`src/rtl/ram_pkg.sv`:
```
// Shared helpers for the flop-based multi-read-port RAM: address/byte width math,
// mode encodings and the parameter legality check used at elaboration.
package ram_pkg;

  localparam int RdLatencyComb      = 0;
  localparam int RdLatencyReg       = 1;
  localparam int BypassReadOld      = 0;
  localparam int BypassWriteThrough = 1;
  localparam int RstClearArray      = 0;
  localparam int RstKeepArray       = 1;

  localparam int MaxDataWidth = 256;
  localparam int MinDepth     = 2;
  localparam int MaxDepth     = 256;
  localparam int MaxRdPorts   = 8;

  function automatic int clog2(input int value);
    int result;
    result = 0;
    while ((1 << result) < value) begin
      result++;
    end
    return result;
  endfunction

  // A two-word array still needs one address bit, so never return zero.
  function automatic int calc_aw(input int depth);
    return (depth < MinDepth) ? 1 : clog2(depth);
  endfunction

  function automatic int calc_num_bytes(input int data_width, input int byte_width);
    return (byte_width > 0) ? (data_width / byte_width) : 1;
  endfunction

  function automatic bit params_legal(input int data_width, input int byte_width,
                                      input int depth, input int num_rd_ports,
                                      input int rd_latency, input int bypass_mode,
                                      input int rst_mode);
    return (byte_width > 0)
        && (data_width >= 1) && (data_width <= MaxDataWidth)
        && ((data_width % byte_width) == 0)
        && (depth >= MinDepth) && (depth <= MaxDepth)
        && (num_rd_ports >= 1) && (num_rd_ports <= MaxRdPorts)
        && ((rd_latency == RdLatencyComb) || (rd_latency == RdLatencyReg))
        && ((bypass_mode == BypassReadOld) || (bypass_mode == BypassWriteThrough))
        && ((rst_mode == RstClearArray) || (rst_mode == RstKeepArray));
  endfunction

endpackage

```
`src/rtl/ram_rd_port.sv`:
```
// One read port of the flop RAM: range-checked word select, optional write-through
// merge and an optional output register with its valid flag.
module ram_rd_port
  import ram_pkg::*;
#(
  parameter int  data_width  = 8,
  parameter int  byte_width  = 8,
  parameter int  depth       = 8,
  parameter int  rd_latency  = RdLatencyComb,
  parameter int  bypass_mode = BypassReadOld,
  localparam int aw          = calc_aw(depth),
  localparam int num_bytes   = calc_num_bytes(data_width, byte_width)
) (
  input  logic                  clk,
  input  logic                  rst_n,
  input  logic                  cs_n,
  input  logic                  init_i,
  input  logic                  wr_en_i,
  input  logic [aw-1:0]         wr_addr_i,
  input  logic [num_bytes-1:0]  wr_be_i,
  input  logic [data_width-1:0] wr_data_i,
  input  logic [aw-1:0]         rd_addr_i,
  input  logic [data_width-1:0] mem_i [depth],
  output logic [data_width-1:0] rd_data_o,
  output logic                  rd_valid_o
);

  localparam logic [aw:0] DepthLimit = (aw+1)'(depth);

  logic                  in_range;
  logic [data_width-1:0] word;
  logic [data_width-1:0] merged_word;
  logic [data_width-1:0] data_d;
  logic                  unused_sink;

  assign in_range = ({1'b0, rd_addr_i} < DepthLimit);

  // Addresses past the last word read as zero instead of aliasing onto a real word.
  always_comb begin
    word = '0;
    for (int i = 0; i < depth; i++) begin
      if (in_range && (rd_addr_i == aw'(i))) begin
        word = mem_i[i];
      end
    end
  end

  always_comb begin
    merged_word = word;
    for (int b = 0; b < num_bytes; b++) begin
      if (wr_be_i[b]) begin
        merged_word[b*byte_width +: byte_width] = wr_data_i[b*byte_width +: byte_width];
      end
    end
  end

  if (bypass_mode == BypassWriteThrough) begin : g_write_through
    // A clear on the same edge wins over any write, matching what the array will hold.
    always_comb begin
      data_d = word;
      if (init_i) begin
        data_d = '0;
      end else if (wr_en_i && (wr_addr_i == rd_addr_i)) begin
        data_d = merged_word;
      end
    end
  end else begin : g_read_old
    assign data_d = word;
  end

  if (rd_latency == RdLatencyReg) begin : g_registered
    logic [data_width-1:0] data_q;
    logic                  valid_q;

    always_ff @(posedge clk or negedge rst_n) begin
      if (!rst_n) begin
        data_q  <= '0;
        valid_q <= 1'b0;
      end else if (!cs_n) begin
        data_q  <= data_d;
        valid_q <= 1'b1;
      end else begin
        valid_q <= 1'b0;
      end
    end

    assign rd_data_o  = data_q;
    assign rd_valid_o = valid_q;
  end else begin : g_combinational
    assign rd_data_o  = word;
    assign rd_valid_o = 1'b1;
  end

  // Several inputs only matter for some latency/bypass combinations.
  assign unused_sink = ^{clk, rst_n, cs_n, init_i, wr_en_i, wr_addr_i, wr_be_i,
                         wr_data_i, merged_word, data_d};

endmodule

```
`src/rtl/ram_nr_w_s_dff.sv`:
```
// Flop-based RAM with one byte-enabled write port, a synchronous whole-array clear
// and a parametrised number of independent read ports.
module ram_nr_w_s_dff
  import ram_pkg::*;
#(
  parameter int  data_width   = 8,
  parameter int  byte_width   = 8,
  parameter int  depth        = 8,
  parameter int  num_rd_ports = 2,
  parameter int  rd_latency   = RdLatencyComb,
  parameter int  bypass_mode  = BypassReadOld,
  parameter int  rst_mode     = RstClearArray,
  localparam int aw           = calc_aw(depth),
  localparam int num_bytes    = calc_num_bytes(data_width, byte_width)
) (
  input  logic                               clk,
  input  logic                               rst_n,
  input  logic                               cs_n,
  input  logic                               wr_n,
  input  logic                               init_n,
  input  logic [num_bytes-1:0]               wr_be,
  input  logic [aw-1:0]                      wr_addr,
  input  logic [data_width-1:0]              data_in,
  input  logic [num_rd_ports*aw-1:0]         rd_addr,
  output logic [num_rd_ports*data_width-1:0] data_rd_out,
  output logic [num_rd_ports-1:0]            rd_valid
);

  localparam logic [aw:0] DepthLimit = (aw+1)'(depth);

  if (!params_legal(data_width, byte_width, depth, num_rd_ports,
                    rd_latency, bypass_mode, rst_mode)) begin : g_param_check
    $error("ram_nr_w_s_dff: illegal parameter combination");
  end

  logic [data_width-1:0] mem_q [depth];
  logic [data_width-1:0] mem_d [depth];
  logic                  init_active;
  logic                  wr_in_range;
  logic                  wr_active;

  assign init_active = !cs_n && !init_n;
  assign wr_in_range = ({1'b0, wr_addr} < DepthLimit);
  assign wr_active   = !cs_n && !wr_n && init_n && wr_in_range;

  // Next array state: clear beats write; a write only touches enabled bytes of one word.
  always_comb begin
    mem_d = mem_q;
    if (init_active) begin
      for (int i = 0; i < depth; i++) begin
        mem_d[i] = '0;
      end
    end else if (wr_active) begin
      for (int i = 0; i < depth; i++) begin
        if (wr_addr == aw'(i)) begin
          for (int b = 0; b < num_bytes; b++) begin
            if (wr_be[b]) begin
              mem_d[i][b*byte_width +: byte_width] = data_in[b*byte_width +: byte_width];
            end
          end
        end
      end
    end
  end

  if (rst_mode == RstClearArray) begin : g_array_reset
    always_ff @(posedge clk or negedge rst_n) begin
      if (!rst_n) begin
        for (int i = 0; i < depth; i++) begin
          mem_q[i] <= '0;
        end
      end else begin
        mem_q <= mem_d;
      end
    end
  end else begin : g_array_keep
    // Contents survive reset, but nothing may be written while reset is held.
    always_ff @(posedge clk) begin
      if (rst_n) begin
        mem_q <= mem_d;
      end
    end
  end

  for (genvar p = 0; p < num_rd_ports; p++) begin : g_rd_port
    ram_rd_port #(
      .data_width  (data_width),
      .byte_width  (byte_width),
      .depth       (depth),
      .rd_latency  (rd_latency),
      .bypass_mode (bypass_mode)
    ) u_rd_port (
      .clk        (clk),
      .rst_n      (rst_n),
      .cs_n       (cs_n),
      .init_i     (init_active),
      .wr_en_i    (wr_active),
      .wr_addr_i  (wr_addr),
      .wr_be_i    (wr_be),
      .wr_data_i  (data_in),
      .rd_addr_i  (rd_addr[p*aw +: aw]),
      .mem_i      (mem_q),
      .rd_data_o  (data_rd_out[p*data_width +: data_width]),
      .rd_valid_o (rd_valid[p])
    );
  end

endmodule

```
`config.mk`:
```
export PLATFORM = sky130hd
export DESIGN_NAME = ram_nr_w_s_dff
export DESIGN_NICKNAME = d
export VERILOG_FILES = /design/src/rtl/ram_pkg.sv /design/src/rtl/ram_rd_port.sv /design/src/rtl/ram_nr_w_s_dff.sv
export SDC_FILE = /design/constraint.sdc
export NUM_CORES = 1
export LEC_CHECK = 0
export ABC_AREA = 0
export CAP_MARGIN = 30
export CORE_MARGIN = 1.5
export CORE_UTILIZATION = 33
export CTS_BUF_LIST = sky130_fd_sc_hd__clkbuf_4
export CTS_CLUSTER_SIZE = 16
export DETAILED_ROUTE_END_ITERATION = 6
export GPL_ROUTABILITY_DRIVEN = 0
export PLACE_DENSITY = 0.54
export SETUP_SLACK_MARGIN = 0.5
export SLEW_MARGIN = 40
export SYNTH_ARGS = -nofsm -noshare
export SYNTH_HDL_FRONTEND = slang
export SYNTH_HIERARCHICAL = 1
export SYNTH_SLANG_ARGS = --single-unit
```
`constraint.sdc`:
```
create_clock -name clk -period 3.44 [get_ports clk]
set_clock_uncertainty 0.2 [all_clocks]
set_input_delay 0.688 -clock clk [delete_from_list [all_inputs] [get_ports clk]]
set_output_delay 0.688 -clock clk [all_outputs]
set_load 0.005 [all_outputs]
```
### After elaboration in Yosys (flattened, before gate mapping)

Cells that the tools add are included.
Widths: inputs -> output; s select.

| cells by class | value |
|---|---|
| reduce and logical (&&, ||, !) cells | 27 |
| eq/ne operators | 21 |
| mux-type cells | 27 |

Operators by type and width:

| kind | number |
|---|---|
| $mux 8 | 25 |
| $mux 64 | 2 |
| $eq 3x3->1 const B | 12 |
| $reduce_and 3->1 | 8 |
| $reduce_bool 2->1 | 10 |
| $eq 3x2->1 const B | 6 |
| $eq 3x1->1 const B | 3 |
| $logic_not 3->1 | 3 |
| $logic_and 1x1->1 | 3 |
| $logic_not 1->1 | 3 |

| word-level totals | value |
|---|---|
| input bits | 23 |
| flip-flop bits (word level) | 64 |

### Depth between registers and ports, before layout

| logic depth | value |
|---|---|
| depth in word-level cells | 9 |
| mapped depth | 5 |
| mapped depth without buffers | 3 |

### Cells and area by module

The synthesis kept the hierarchy.

By module, submodules not included:

| module | instances | cells an instance | sequential area each (µm²) | area an instance (µm²) |
|---|---|---|---|---|
| ram_nr_w_s_dff | 1 | 225 | 1601.5 | 2787.7 |
| ram_rd_port | 2 | 31 | 0.0 | 561.8 |

### Worst setup path after synthesis

No wires, ideal clock.

| timing | value |
|---|---|
| kind | input to output |
| start | input port rd_addr[4] |
| end | output port data_rd_out[10] |
| data required time | 2552 ps |
| buffers on the path | 2 |
| stages on the path | 4 |
| data arrival time | 1730 ps |
| path slack | 822 ps |
| cell sequence | buf_6 -> buf_12 -> mux4_1 -> mux2_2 |

| between the ends | value |
|---|---|
| cells in the longest elaborated chain, start to end | 9 |

RTL lines:

| item | RTL line | RTL |
|---|---|---|
| start: declaration | ram_nr_w_s_dff.sv:24 | `input logic [num_rd_ports*aw-1:0] rd_addr,` |
| $logic_not 3->1 | ram_rd_port.sv:42 | `if (in_range && (rd_addr_i == aw'(i))) begin` |
| $mux 8 (7 in a row) | ram_rd_port.sv:42 |  |
| $mux 8 (*) | ram_rd_port.sv:42 |  |
| end: declaration | ram_nr_w_s_dff.sv:25 | `output logic [num_rd_ports*data_width-1:0] data_rd_out,` |

Mark *: on every way between the ends. The rest lies on a longest branch, timed or not.

### Final worst setup path

| timing | value |
|---|---|
| start | input port rd_addr[1] |
| end | output port data_rd_out[0] |

Same word-level chain as after synthesis.

==> flow_results.org <==
** Setup path
- Data on the critical path is required at its endpoint by ~2.6 ns.
- Cell class contributing the biggest share of worst-path delay :: multiplexers
- Crit Path Max Fanout :: 5
- Setup crit start kind :: input pin
- Data arrival, critical path :: 2.08 ns
- Cells along the critical path :: buf_6 > buf_16 > buf_6 > mux4_1 > mux2_2 > dlygate4sd2_1
- Crit path max-delay cell type :: sky130_fd_sc_hd__mux4_1
- The number of cells on the worst reg-to-reg path is 2.
- The endpoint identified for the worst register-to-register timing path is mem_q[32].
- Stage delay of the slowest cell on the critical path :: approximately 0.53 ns
- The most numerous cell type found on the critical path is sky130_fd_sc_hd__buf_6.
- Buffers & Inverters on Critical Path :: 4
- Kind of end point of the critical path :: output port
- R2R setup slack :: 2.56 ns
- Reg2reg start :: mem_q[32]
- Kind of critical path :: input pin to output port

** Clocking
- Clock tree synthesis selected as its root buffer the cell sky130_fd_sc_hd__clkbuf_4.
- Clock buffer count from CTS :: 9
- CTS tree :: done
- CTS Sinks :: between 60 and 70
- Register clock-pin slew on the reported worst setup and hold paths :: approximately 0.11 ns
- CTS HTree Levels :: 3
- Max clock buf depth :: 2
- Clock network latency to the later pin of the worst-skew pair :: around 0.40 ns

** STA
- Number of endpoints with negative hold slack in the final report :: 0
- Dividing the final minimum period by the clock period gives 0.8628.
- In the post-route analysis, the smallest setup slack over all paths is between 0.4 and 0.5 ns.
- The number of pins exceeding their max-slew limit in the final report came to 0.
- Max Clock Freq :: ~340 MHz
- Normalized max-slew margin :: 0.6644
- Setup violations remaining at the end of the flow were counted as 0.
- Setup repair after global routing missed its margin :: true
- Minimum clock period :: 2.968 ns
- Worst-margin pin slew :: 0.5033 ns

** Floorplan
- Die Ht :: approximately 110 um
- Full die area :: ~12,000 sq um
- The initialized floorplan defines 39 standard-cell rows.
- The floorplan step set the die width to 111.7 um.
- Starting density of the core :: 0.3401
- 41 I/O pins were placed.
- Placeable core region :: 11,470 sq um

** Drt
- Detailed Routing Iterations Pass 1 :: 4
- Drc violations :: 0
- Total detailed-routing wirelength :: 10.02 mm
- The detailed router finished its first iteration with 102 violations.
- After detailed routing, the average wire length per cell comes to between 20 and 25 um.
- Number of routed nets with antenna violations :: 0
- Avg Vias per Cell :: 5.181
- Summing over every cut layer, the via total after detailed routing is approximately 2,500.

** Finish
- The library cells used most frequently in the layout, excluding fill and tap cells, are 67 x sky130_fd_sc_hd__nand2_1, 64 x sky130_fd_sc_hd__mux2i_1, 64 x sky130_fd_sc_hd__dfrtp_1, 17 x sky130_fd_sc_hd__buf_4, 17 x sky130_fd_sc_hd__clkdlybuf4s50_1.
- Diode insertion count for antenna repair :: 0
- The register with the most flip-flops in the layout has 64 of them.
- Once layout is done, the placed cells without fillers occupy about 4800 sq um.
- Compared with the post-synthesis result, the final layout area differs by 22.04%.
- The library cell used most frequently in the layout, excluding fill and tap cells, is sky130_fd_sc_hd__nand2_1.
- Largest registers ranked by flip-flop count :: mem_q: 64 flops
- mem_q holds more flip-flops than any other register.
- In the final layout, the share of cells above drive strength 1 is 0.2902.
- For this run, the post-layout net count is ~370.

** Synthesis
- Averaged over all synthesized cells, the footprint is 13.68 sq um.
- Cell Area, Synth :: slightly below 4000 sq um
- For this run, the number of Yosys warnings is 6.
- Cells after synthesis :: ~290
- The number of nets handed over by synthesis was slightly above 300.

** Outcome
- The run finished with clean final reports.

** Placed design
- Count of input and output buffers :: 38
- The wire-length estimate of the detail-placed layout is approximately 6 mm.
- OpenSTA, run right after detailed placement, puts the worst setup slack at -0.1779 ns.
- After detailed placement, the total cell area comes to approximately 4400 sq um.

** Pwr
- Combinational cell fraction of total power :: 0.156
- The internal portion of the total power is 1.102 mW.
- Of the total power, the share spent switching nets is 0.2716.
- Power per unit of standard cell area :: 317.9 nW/um^2
- In this run the static leakage power is 2.527 nW.
- The share of total power dissipated in the clock network is 0.328.
- The worst-case IR drop observed on VDD is ~0.00013 V.
- The share of total power dissipated in sequential elements is 0.516.
- Power spent charging and discharging nets :: ~0.41 mW

** Flow run
- Max-Cap Viols :: 0

** Global route
- The via count of the first global-routing pass is roughly 2,700.
- Gr ovfl total :: 0
- The global routing stage identified its most utilized layer as met2.
- Combined global-route utilization of all metal layers :: 0.1715
- Met1 track utilization from global routing :: 0.2424
- Number of antenna violations at the first check in global routing :: 0
- First-pass GRT wire length :: roughly 16 mm
- Entering global routing, the biggest net connects 34 pins.
- Met2 track demand over resource :: 0.2711
- In the global route stage, met3 resource usage came out at 0.02776.

** Min path
- The worst hold path belongs to the class input pin to asynchronous set/reset pin.
## metrics by stage
step                total power, mW    util  hold slack [ns]  std cells  setup TNS, ns
floorplan                    0.9037       -           0.1924        285              0
global placement             0.9942  0.3867           0.3212        457         -2.012
detailed placement           0.9971  0.3867           0.3299        457         -1.999
CTS                           1.524  0.4118           0.1658        486              0
global route                  1.582  0.4151          0.02045        491              0
finish                        1.513  0.4151          0.02680        491              0
## worst max path at each step
| stage | start | endpoint | cells past startpoint |
|---|---|---|---|
| global placement | rd_addr[4] | data_rd_out[11] | 5 |
| finish | rd_addr[1] | data_rd_out[0] | 6 |
| floorplan | rd_addr[4] | data_rd_out[10] | 4 |
| CTS | rd_addr[1] | data_rd_out[3] | 5 |
| detailed placement | rd_addr[1] | data_rd_out[3] | 5 |
| global route | rd_addr[1] | data_rd_out[2] | 6 |
## area by class of cell
| class | count | area (sq um) |
|---|---|---|
| fillers | 1095 | 6708 |
| well taps | 143 | 178.9 |
| clock buffers | 9 | 67.56 |
| flip-flops and latches | 64 | 1602 |
| repair buffers | 69 | 757.0 |
| multi-input cells | 199 | 2092 |
| clock inverters | 7 | 62.56 |
## what timing repair did
action / 4_1_cts / 5_1_grt
endpoints found under the hold margin: 0 / 0
endpoints found under the setup margin: 16 / 10
cloned: 4 / 0
setup buffers: 9 / 5
resized for setup: 64 / 13
pin swaps: 0 / 0
hold buffers: 0 / 0
## metal layers
metal | up-vias | part of all wire
met3 | 9 | 0.038
li1 | 1172 | -
met4 | 0 | 0.011
met2 | 71 | 0.48
met5 | - | 0
met1 | 1292 | 0.48
## power groups by stage
stage               clock network [mW]  logic [mW]  registers (mW)
finish                           0.497       0.236           0.780
floorplan                            0       0.114           0.790
global placement                     0       0.201           0.793
CTS                              0.512       0.232           0.780
global route                     0.545       0.254           0.783
detailed placement                   0       0.203           0.794
(Power assumes the default switching activity.)
